<file path="config.mk">
export PLATFORM = sky130hd
export DESIGN_NAME = alu_seq_nb
export DESIGN_NICKNAME = d
export VERILOG_FILES = /design/src/rtl/alu_seq_nb.sv
export SDC_FILE = /design/constraint.sdc
export NUM_CORES = 1
export LEC_CHECK = 0
export CAP_MARGIN = 20
export CORE_MARGIN = 2
export CORE_UTILIZATION = 62
export CTS_CLUSTER_SIZE = 40
export DETAILED_ROUTE_END_ITERATION = 8
export PLACE_DENSITY = 0.87
export SYNTH_ARGS = -nofsm -noshare
export SYNTH_HDL_FRONTEND = slang
export SYNTH_SLANG_ARGS = --single-unit
</file>
<file path="constraint.sdc">
create_clock -name clk -period 10 [get_ports clk]
set_input_delay 3 -clock clk [delete_from_list [all_inputs] [get_ports clk]]
set_output_delay 3 -clock clk [all_outputs]
set_load 0.005 [all_outputs]
</file>
<file path="src/rtl/alu_seq_nb.sv">
// alu_seq_nb: multi-cycle arithmetic unit.
//   ADD/SUB complete in one cycle. MULT (shift-add) and DIV (restoring) take
//   WIDTH iterations and produce a 2*WIDTH hi/lo result. One operation is in
//   flight at a time: start is sampled only in idle, done pulses for one cycle
//   when the results are valid, and all outputs are registered.
//
// Ports:
//   clk, rst_n   rising-edge clock, asynchronous active-low reset
//   start        request, ignored unless idle
//   ALUop        00 ADD, 01 SUB, 10 MULT, 11 DIV
//   a, b         operands (latched on the accepted start edge)
//   busy         MULT/DIV iteration in progress
//   done         one-cycle pulse, results valid
//   s, cout      ADD/SUB result and carry-out (SUB: 1 = no borrow)
//   hi, lo       MULT product halves / DIV remainder and quotient
//   zero         result-zero flag of the last operation
//   div0         last DIV had a zero divisor
//
// Build option:
//   ALU_SEQ_SIGNED_EN  MULT/DIV treat operands as two's complement. The
//                      iteration runs on magnitudes; signs are reapplied as the
//                      result is written, so latency is unchanged.
module alu_seq_nb #(
    parameter int unsigned WIDTH = 32
) (
    input  logic             clk,
    input  logic             rst_n,
    input  logic             start,
    input  logic [1:0]       ALUop,
    input  logic [WIDTH-1:0] a,
    input  logic [WIDTH-1:0] b,
    output logic             busy,
    output logic             done,
    output logic [WIDTH-1:0] s,
    output logic             cout,
    output logic [WIDTH-1:0] hi,
    output logic             zero,
    output logic [WIDTH-1:0] lo,
    output logic             div0
);

    localparam int unsigned   CW       = $clog2(WIDTH);
    localparam logic [CW-1:0] LastIter = CW'(WIDTH - 1);

    typedef enum logic [1:0] {StIdle, StMul, StDiv, StDone} state_e;

    state_e           state;
    logic [WIDTH-1:0] hi_acc;   // MUL: partial product high / DIV: remainder
    logic [WIDTH-1:0] lo_acc;   // MUL: multiplier shifting out / DIV: quotient
    logic [WIDTH-1:0] b_q;
    logic [CW-1:0]    iter;

    // Single-cycle add/sub: SUB is a + ~b + 1
    logic [WIDTH-1:0] b_addend;
    logic [WIDTH:0]   add_sum;

    always_comb begin
        b_addend = ALUop[0] ? ~b : b;
        add_sum  = {1'b0, a} + {1'b0, b_addend} + {{WIDTH{1'b0}}, ALUop[0]};
    end

    // Operand magnitudes fed into the unsigned iteration
    logic [WIDTH-1:0] a_mag;
    logic [WIDTH-1:0] b_mag;

`ifdef ALU_SEQ_SIGNED_EN
    logic neg_res_q;   // product / quotient is negative
    logic neg_rem_q;   // remainder follows the dividend's sign

    always_comb begin
        a_mag = a[WIDTH-1] ? -a : a;
        b_mag = b[WIDTH-1] ? -b : b;
    end
`else
    always_comb begin
        a_mag = a;
        b_mag = b;
    end
`endif

    // One shift-add multiply step; the adder carry becomes the new top bit
    logic [WIDTH:0]   mul_sum;
    logic [WIDTH-1:0] mul_hi_nx;
    logic [WIDTH-1:0] mul_lo_nx;

    always_comb begin
        mul_sum   = {1'b0, hi_acc} + (lo_acc[0] ? {1'b0, b_q} : '0);
        mul_hi_nx = mul_sum[WIDTH:1];
        mul_lo_nx = {mul_sum[0], lo_acc[WIDTH-1:1]};
    end

    // One restoring divide step. The shifted remainder is WIDTH+1 bits wide;
    // when the trial subtraction succeeds the difference always fits in WIDTH.
    logic [WIDTH:0]   div_sh;
    logic             div_ge;
    logic [WIDTH-1:0] div_rem_nx;
    logic [WIDTH-1:0] div_quo_nx;

    always_comb begin
        div_sh     = {hi_acc, lo_acc[WIDTH-1]};
        div_ge     = div_sh >= {1'b0, b_q};
        div_rem_nx = div_ge ? (div_sh[WIDTH-1:0] - b_q) : div_sh[WIDTH-1:0];
        div_quo_nx = {lo_acc[WIDTH-2:0], div_ge};
    end

    // Final results as written into the output registers on the last step
    logic [2*WIDTH-1:0] prod_res;
    logic [WIDTH-1:0]   quo_res;
    logic [WIDTH-1:0]   rem_res;

    always_comb begin
`ifdef ALU_SEQ_SIGNED_EN
        prod_res = neg_res_q ? -{mul_hi_nx, mul_lo_nx} : {mul_hi_nx, mul_lo_nx};
        quo_res  = neg_res_q ? -div_quo_nx : div_quo_nx;
        rem_res  = neg_rem_q ? -div_rem_nx : div_rem_nx;
`else
        prod_res = {mul_hi_nx, mul_lo_nx};
        quo_res  = div_quo_nx;
        rem_res  = div_rem_nx;
`endif
    end

    always_ff @(posedge clk or negedge rst_n) begin
        if (!rst_n) begin
            state     <= StIdle;
            hi_acc    <= '0;
            lo_acc    <= '0;
            b_q       <= '0;
            iter      <= '0;
            busy      <= 1'b0;
            done      <= 1'b0;
            s         <= '0;
            cout      <= 1'b0;
            hi        <= '0;
            lo        <= '0;
            zero      <= 1'b0;
            div0      <= 1'b0;
`ifdef ALU_SEQ_SIGNED_EN
            neg_res_q <= 1'b0;
            neg_rem_q <= 1'b0;
`endif
        end else begin
            done <= 1'b0;
            case (state)
                StIdle: begin
                    if (start) begin
                        iter <= '0;
                        unique case (ALUop)
                            2'b00, 2'b01: begin
                                s     <= add_sum[WIDTH-1:0];
                                cout  <= add_sum[WIDTH];
                                zero  <= (add_sum[WIDTH-1:0] == '0);
                                done  <= 1'b1;
                                state <= StDone;
                            end
                            2'b10: begin
                                hi_acc <= '0;
                                lo_acc <= a_mag;
                                b_q    <= b_mag;
                                busy   <= 1'b1;
                                state  <= StMul;
                            end
                            2'b11: begin
                                if (b == '0) begin
                                    // Divide by zero short-circuits to DONE
                                    hi    <= '0;
                                    lo    <= '0;
                                    div0  <= 1'b1;
                                    zero  <= 1'b1;
                                    done  <= 1'b1;
                                    state <= StDone;
                                end else begin
                                    hi_acc <= '0;
                                    lo_acc <= a_mag;
                                    b_q    <= b_mag;
                                    busy   <= 1'b1;
                                    state  <= StDiv;
                                end
                            end
                        endcase
`ifdef ALU_SEQ_SIGNED_EN
                        neg_res_q <= a[WIDTH-1] ^ b[WIDTH-1];
                        neg_rem_q <= a[WIDTH-1];
`endif
                    end
                end
                StMul: begin
                    hi_acc <= mul_hi_nx;
                    lo_acc <= mul_lo_nx;
                    iter   <= iter + CW'(1);
                    if (iter == LastIter) begin
                        hi    <= prod_res[2*WIDTH-1:WIDTH];
                        lo    <= prod_res[WIDTH-1:0];
                        zero  <= (prod_res == '0);
                        busy  <= 1'b0;
                        done  <= 1'b1;
                        state <= StDone;
                    end
                end
                StDiv: begin
                    hi_acc <= div_rem_nx;
                    lo_acc <= div_quo_nx;
                    iter   <= iter + CW'(1);
                    if (iter == LastIter) begin
                        hi    <= rem_res;
                        lo    <= quo_res;
                        zero  <= (quo_res == '0);
                        div0  <= 1'b0;
                        busy  <= 1'b0;
                        done  <= 1'b1;
                        state <= StDone;
                    end
                end
                StDone: begin
                    // start is not accepted in the done cycle
                    state <= StIdle;
                end
                default: state <= StIdle;
            endcase
        end
    end

endmodule

</file>
# == Word-level counts from Yosys, hierarchy flattened ==
# Cells that the tools add are included.
# totals
input_bits,69
regBits,204
output_inout_bits,101
# op_classes
addsub,5
muxes,48
reduce_logical,21
n_bitwise,1
order_cmp,1
n_eq_ne,18
# op_table
op,count
$mux W32,15
$pmux W32 S3,4
$pmux W32 S2,3
$logic_not A32 Y1,3
$add A32 B32 Y33,2
$logic_not A64 Y1,1
$add A33 B1 Y33,1
$ge A33 B32 Y1,1
$not A32 Y32,1
$sub A32 B32 Y32,1
$mux W1,13
$pmux W1 S2,6
$pmux W2 S3,2
$reduce_and A6 Y1,2
$ne A2 B2 Y1 const B,5
$pmux W5 S2,1
$reduce_and A5 Y1,2
$eq A2 B2 Y1 const B,4
$reduce_and A4 Y1,2
$ne A3 B1 Y1 const B,2
$ne A3 B3 Y1 const B,2
$reduce_bool A2 Y1,3
$add A5 B1 Y5 const B,1
$eq A5 B5 Y1 const B,1
10 further kinds,16

# == Logic depth before layout (Yosys ltp) ==
# depth
ltp_word,8
depth_mapped,16
ltp_nobuf,14

# == Worst setup path before layout ==
# No wires, ideal clock.
# synth_timing
path_type,in2reg
startpoint,input ALUop[0]
endpoint,register zero
cell_stages,16
arrival_ns,6.590
t_required_ns,9.906
setup_ns,0.094
setup_slack_ns,3.316
path_cell_list,clkbuf_1 -> clkbuf_1 -> xor2_1 -> ha_1 -> clkbuf_1 -> a21o_1 -> a31oi_1 -> nand2_1 -> nand4bb_1 -> nand2_1 -> xor2_1 -> nand2_1 -> or4_1 -> or4_1 -> o21a_1 -> a211oi_1
# synth_between
elab_chain_len,7
word_cells_on_any_way,14
# synth_rtl
element,line,source
"start, declared",29,"input logic [1:0] ALUop,"
$mux W32,58,b_addend = ALUop[0] ? ~b : b;
$add A32 B32 Y33,59,"add_sum = {1'b0, a} + {1'b0, b_addend} + {{WIDTH{1'b0}}, ALUop[0]};"
$add A33 B1 Y33,59,
$logic_not A32 Y1,152,zero <= (add_sum[WIDTH-1:0] == '0);
$pmux W1 S2,148,unique case (ALUop)
$mux W1,146,if (start) begin
$pmux W1 S3,144,case (state)
"end signal, assigned",152,
"end signal, assigned",194,zero <= (prod_res == '0);
"end signal, assigned",207,zero <= (quo_res == '0);
"end, declared",37,"output logic zero,"
# Parallel ways exist; a longest one is shown, timed or not. The select of a mux whose other input is x is not followed.
# A chain may end at the register's enable or synchronous reset.

# == Final worst setup path ==
# Same ends and word-level chain as after synthesis.

==> flow_summary.json <==
{
  "ys_seq_area_share_pct": 34.5,
  "layout-drive-gt1-share_pct": 4.96,
  "nNetsFinal": 2072,
  "num_vias": 14500,
  "critPathRequiredTime_ns": 10.44,
  "grt_pass1_vias": 13700,
  "core_area_um2": 23500,
  "clock-root-buffer": "clkbuf_16",
  "p_int_mw": 3.02,
  "yosys-mux-area-fraction_pct": 4.52,
  "p_leak_nw": 7.87,
  "stdcell_count": 2234,
  "hold_end": "lo[21]$_DFFE_PN0P_",
  "min_period_ns": 6.77,
  "synth_top_family_by_area": "compound AO/OA/AOI/OAI gates",
  "synth.distinct_cells": 67,
  "tns_ns": 0,
  "ff2ff_path_depth": 14,
  "swShare_pct": 46.4,
  "yosysWarnings": 0,
  "met3_usage_pct": 6.70,
  "holdPathStages": 2,
  "grt_max_degree": 117,
  "hold_viol": 0,
  "ir_drop_mv": 0.220,
  "synthToLayoutAreaGrowth_pct": 18.2,
  "postCtsSetupRepairBufs": 0,
  "synth_xor_area_share_pct": 6.33,
  "ctsHoldBuffers": 0,
  "die_y_um": 158,
  "synth-compound-area-share_pct": 24.4,
  "route.detailed.drc": 0,
  "synth_adder_area_share_pct": 8.95,
  "placed_cell_area_um2": 16700,
  "gp_congestion": 0.958,
  "synth_area_leaders": "dfrtp_1, ha_1, nand2_1",
  "criticalPathCategory": "input pin to flop",
  "clock_power_share_pct": 16.0,
  "maxSlewViolCount": 0,
  "gr-max-usage-layer": "met2",
  "ys_ff_latch": 204,
  "multiInputGateArea_um2": 9130,
  "grt_first_pass_wirelength_um": 74400,
  "timing.final.ws_setup_ns": 3.23,
  "floorplan.rows": 56,
  "viasPerCell": 6.49,
  "power_mw": 5.64,
  "placed_cells": 2191,
  "cap_violations": 0,
  "yosysTopAreaCell": "dfrtp_1",
  "min_path_type": "flop to flop",
  "end_kind": "flop",
  "dpl.hpwl_um": 35400,
  "post-place-ws_ns": 2.77,
  "met1_usage_pct": 51.6,
  "crit_arrival_ns": 7.21,
  "pwr-share-seq_pct": 26.1,
  "use_met2_pct": 60.6,
  "drt_pass1_iterations": 6,
  "max_freq_mhz": 148,
  "seq_area_um2": 5100,
  "clk_pin_slew_worst_paths_ns": 0.06,
  "fillers": 1781,
  "synth_edf_count": 0,
  "grt_usage_pct": 37.9,
  "synth-simple-area-share_pct": 17.2,
  "setup_violations": 0,
  "dominantRegCellSynth": "dfrtp_1",
  "combPwrFrac_pct": 57.9,
  "r2r-start": "lo_acc[0]$_DFFE_PN0P_",
  "post-route-util_pct": 74.5,
  "wirelength_um": 48300,
  "grt_antenna_before_repair": 0,
  "cts.sinks": 204,
  "finClkSkew_ns": 0.0103,
  "worstMarginPinSlew_ns": 1.06,
  "synth_async_sr_flop_share_pct": 100,
  "diodes": 0,
  "r2r_slack_ns": 4.13,
  "cp_max_fo": 36,
  "die_w_um": 158,
  "clockBufferDepth": 3,
  "syn_nets": 1956,
  "dieArea_um2": 25100,
  "slew_headroom_pct": 29.3,
  "htree_levels": 1,
  "rr_endpoint": "zero$_DFFE_PN0P_",
  "rsz0062_at_grt": "no",
  "synth_top_area_share_pct": 34.5,
  "drt_iter0_drc": 1437,
  "holdWs_ns": 0.473,
  "finalInstanceArea_um2": 17500,
  "tritoncts": "yes",
  "insertion_delay_ns": 0.53,
  "synth_cells": 1783,
  "port_buffers": 169,
  "ant_nets": 0,
  "num_io_pins": 170,
  "timing.final.crit_share_pct": 67.7,
  "p_sw_mw": 2.62,
  "syn_area_um2": 14800,
  "cts_resized": 0,
  "wl_per_cell_um": 21.6,
  "start_util_pct": 63.0,
  "numCtsBuffers": 24,
  "cp-start-kind": "input pin",
  "power_density_nw_per_um2": 322,
  "grt-ovfl-total": 0,
  "status": "completed",
  "avgSynthCellArea_um2": 8.30,
  "hold_path_startpoint": "lo[21]$_DFFE_PN0P_"
}
power by group through the flow:
stage	Clock, mW	Sequential (mW)	Combinational [mW]
3_3_place_gp	0	1.46	3.09
3_5_place_dp	0	1.47	3.16
4_1_cts	0.907	1.47	3.19
2_1_floorplan	0	1.40	2.06
5_1_grt	0.943	1.51	3.53
6_report	0.899	1.47	3.26
worst max-delay path, cell delays in order:
cell	delay, ns
buf_2	0.71
xor2_1	0.25
fa_1	0.50
a211oi_1	0.32
o21ai_1	0.23
nand4_1	0.18
nand4bb_1	0.14
nand2_1	0.13
xor2_1	0.21
nand2_1	0.07
or4_1	0.53
or4_1	0.53
o21a_1	0.20
a211oi_1	0.20
flip-flops by register name, summed over array words and instances (netlist names), 2 cells and up:
name    count
s          32
hi_acc     32
b_q        32
state       2
iter        5
lo_acc     32
lo         32
hi         32
routing by layer:
metal | wire length (um) | part of all wire (%) | up-vias
met5 | 0 | 0 | -
met1 | 20100 | 42 | 6944
li1 | - | - | 6650
met2 | 21700 | 45 | 762
met4 | 2080 | 4.3 | 0
met3 | 4380 | 9.1 | 137
placed cells by master (no fill, tap or decap), types with 13 or more instances in the layout:
master             n
a211oi_1          13
a21boi_0          18
a21o_1            49
a21oi_1          126
a22o_1            27
a22oi_1           23
a31oi_1           23
and3_1            17
buf_4             13
clkbuf_16         25
clkdlybuf4s50_1  167
dfrtp_1          204
ha_1              99
inv_1             65
mux2_1            28
mux2_2            26
nand2_1          270
nand3_1           26
nand4_1           21
nor2_1           124
nor3_1            22
nor4_1            19
o21ai_0          139
o21ai_1           64
xnor2_1           45
xor2_1            62
worst max path at each step:
stage / start / end / slack, ns / depth (start not counted)
detailed placement: ALUop[0] / zero$_DFFE_PN0P_ / 2.77 / 14
global placement: ALUop[0] / zero$_DFFE_PN0P_ / 2.84 / 12
finish: ALUop[0] / zero$_DFFE_PN0P_ / 3.23 / 14
global route: ALUop[0] / zero$_DFFE_PN0P_ / 2.87 / 12
floorplan: ALUop[0] / zero$_DFFE_PN0P_ / 3.32 / 16
CTS: ALUop[0] / zero$_DFFE_PN0P_ / 3.31 / 14
kinds of logic after synthesis:
family,after synthesis
adders and majority gates,104
buffers and inverters,160
muxes,60
AOI/OAI and AO/OA,580
DFF,204
and+or+nand+nor,568
xor gates and xnor gates,107
synth_stat cells (17+ instances only):
master,instances
nand2_1,271
dfrtp_1,204
o21ai_0,139
a21oi_1,126
nor2_1,125
ha_1,101
clkbuf_1,87
inv_1,65
o21ai_1,64
xor2_1,62
a21o_1,49
xnor2_1,45
mux2_1,28
a22o_1,27
mux2_2,26
nand3_1,26
a22oi_1,23
a31oi_1,23
nor3_1,22
nand4_1,21
nor4_1,19
a21boi_0,18
and3_1,17
cell type report:
cell class	count	share of cell area, %
Clock buffer	34	4.05
Clock inverter	8	0.558
Inverter	67	1.44
Multi-Input combinational cell	1419	52.2
Sequential cell	204	29.2
Tap cell	319	2.28
Timing Repair Buffer	183	10.3
No activity file was read; power rests on OpenSTA's default activity.
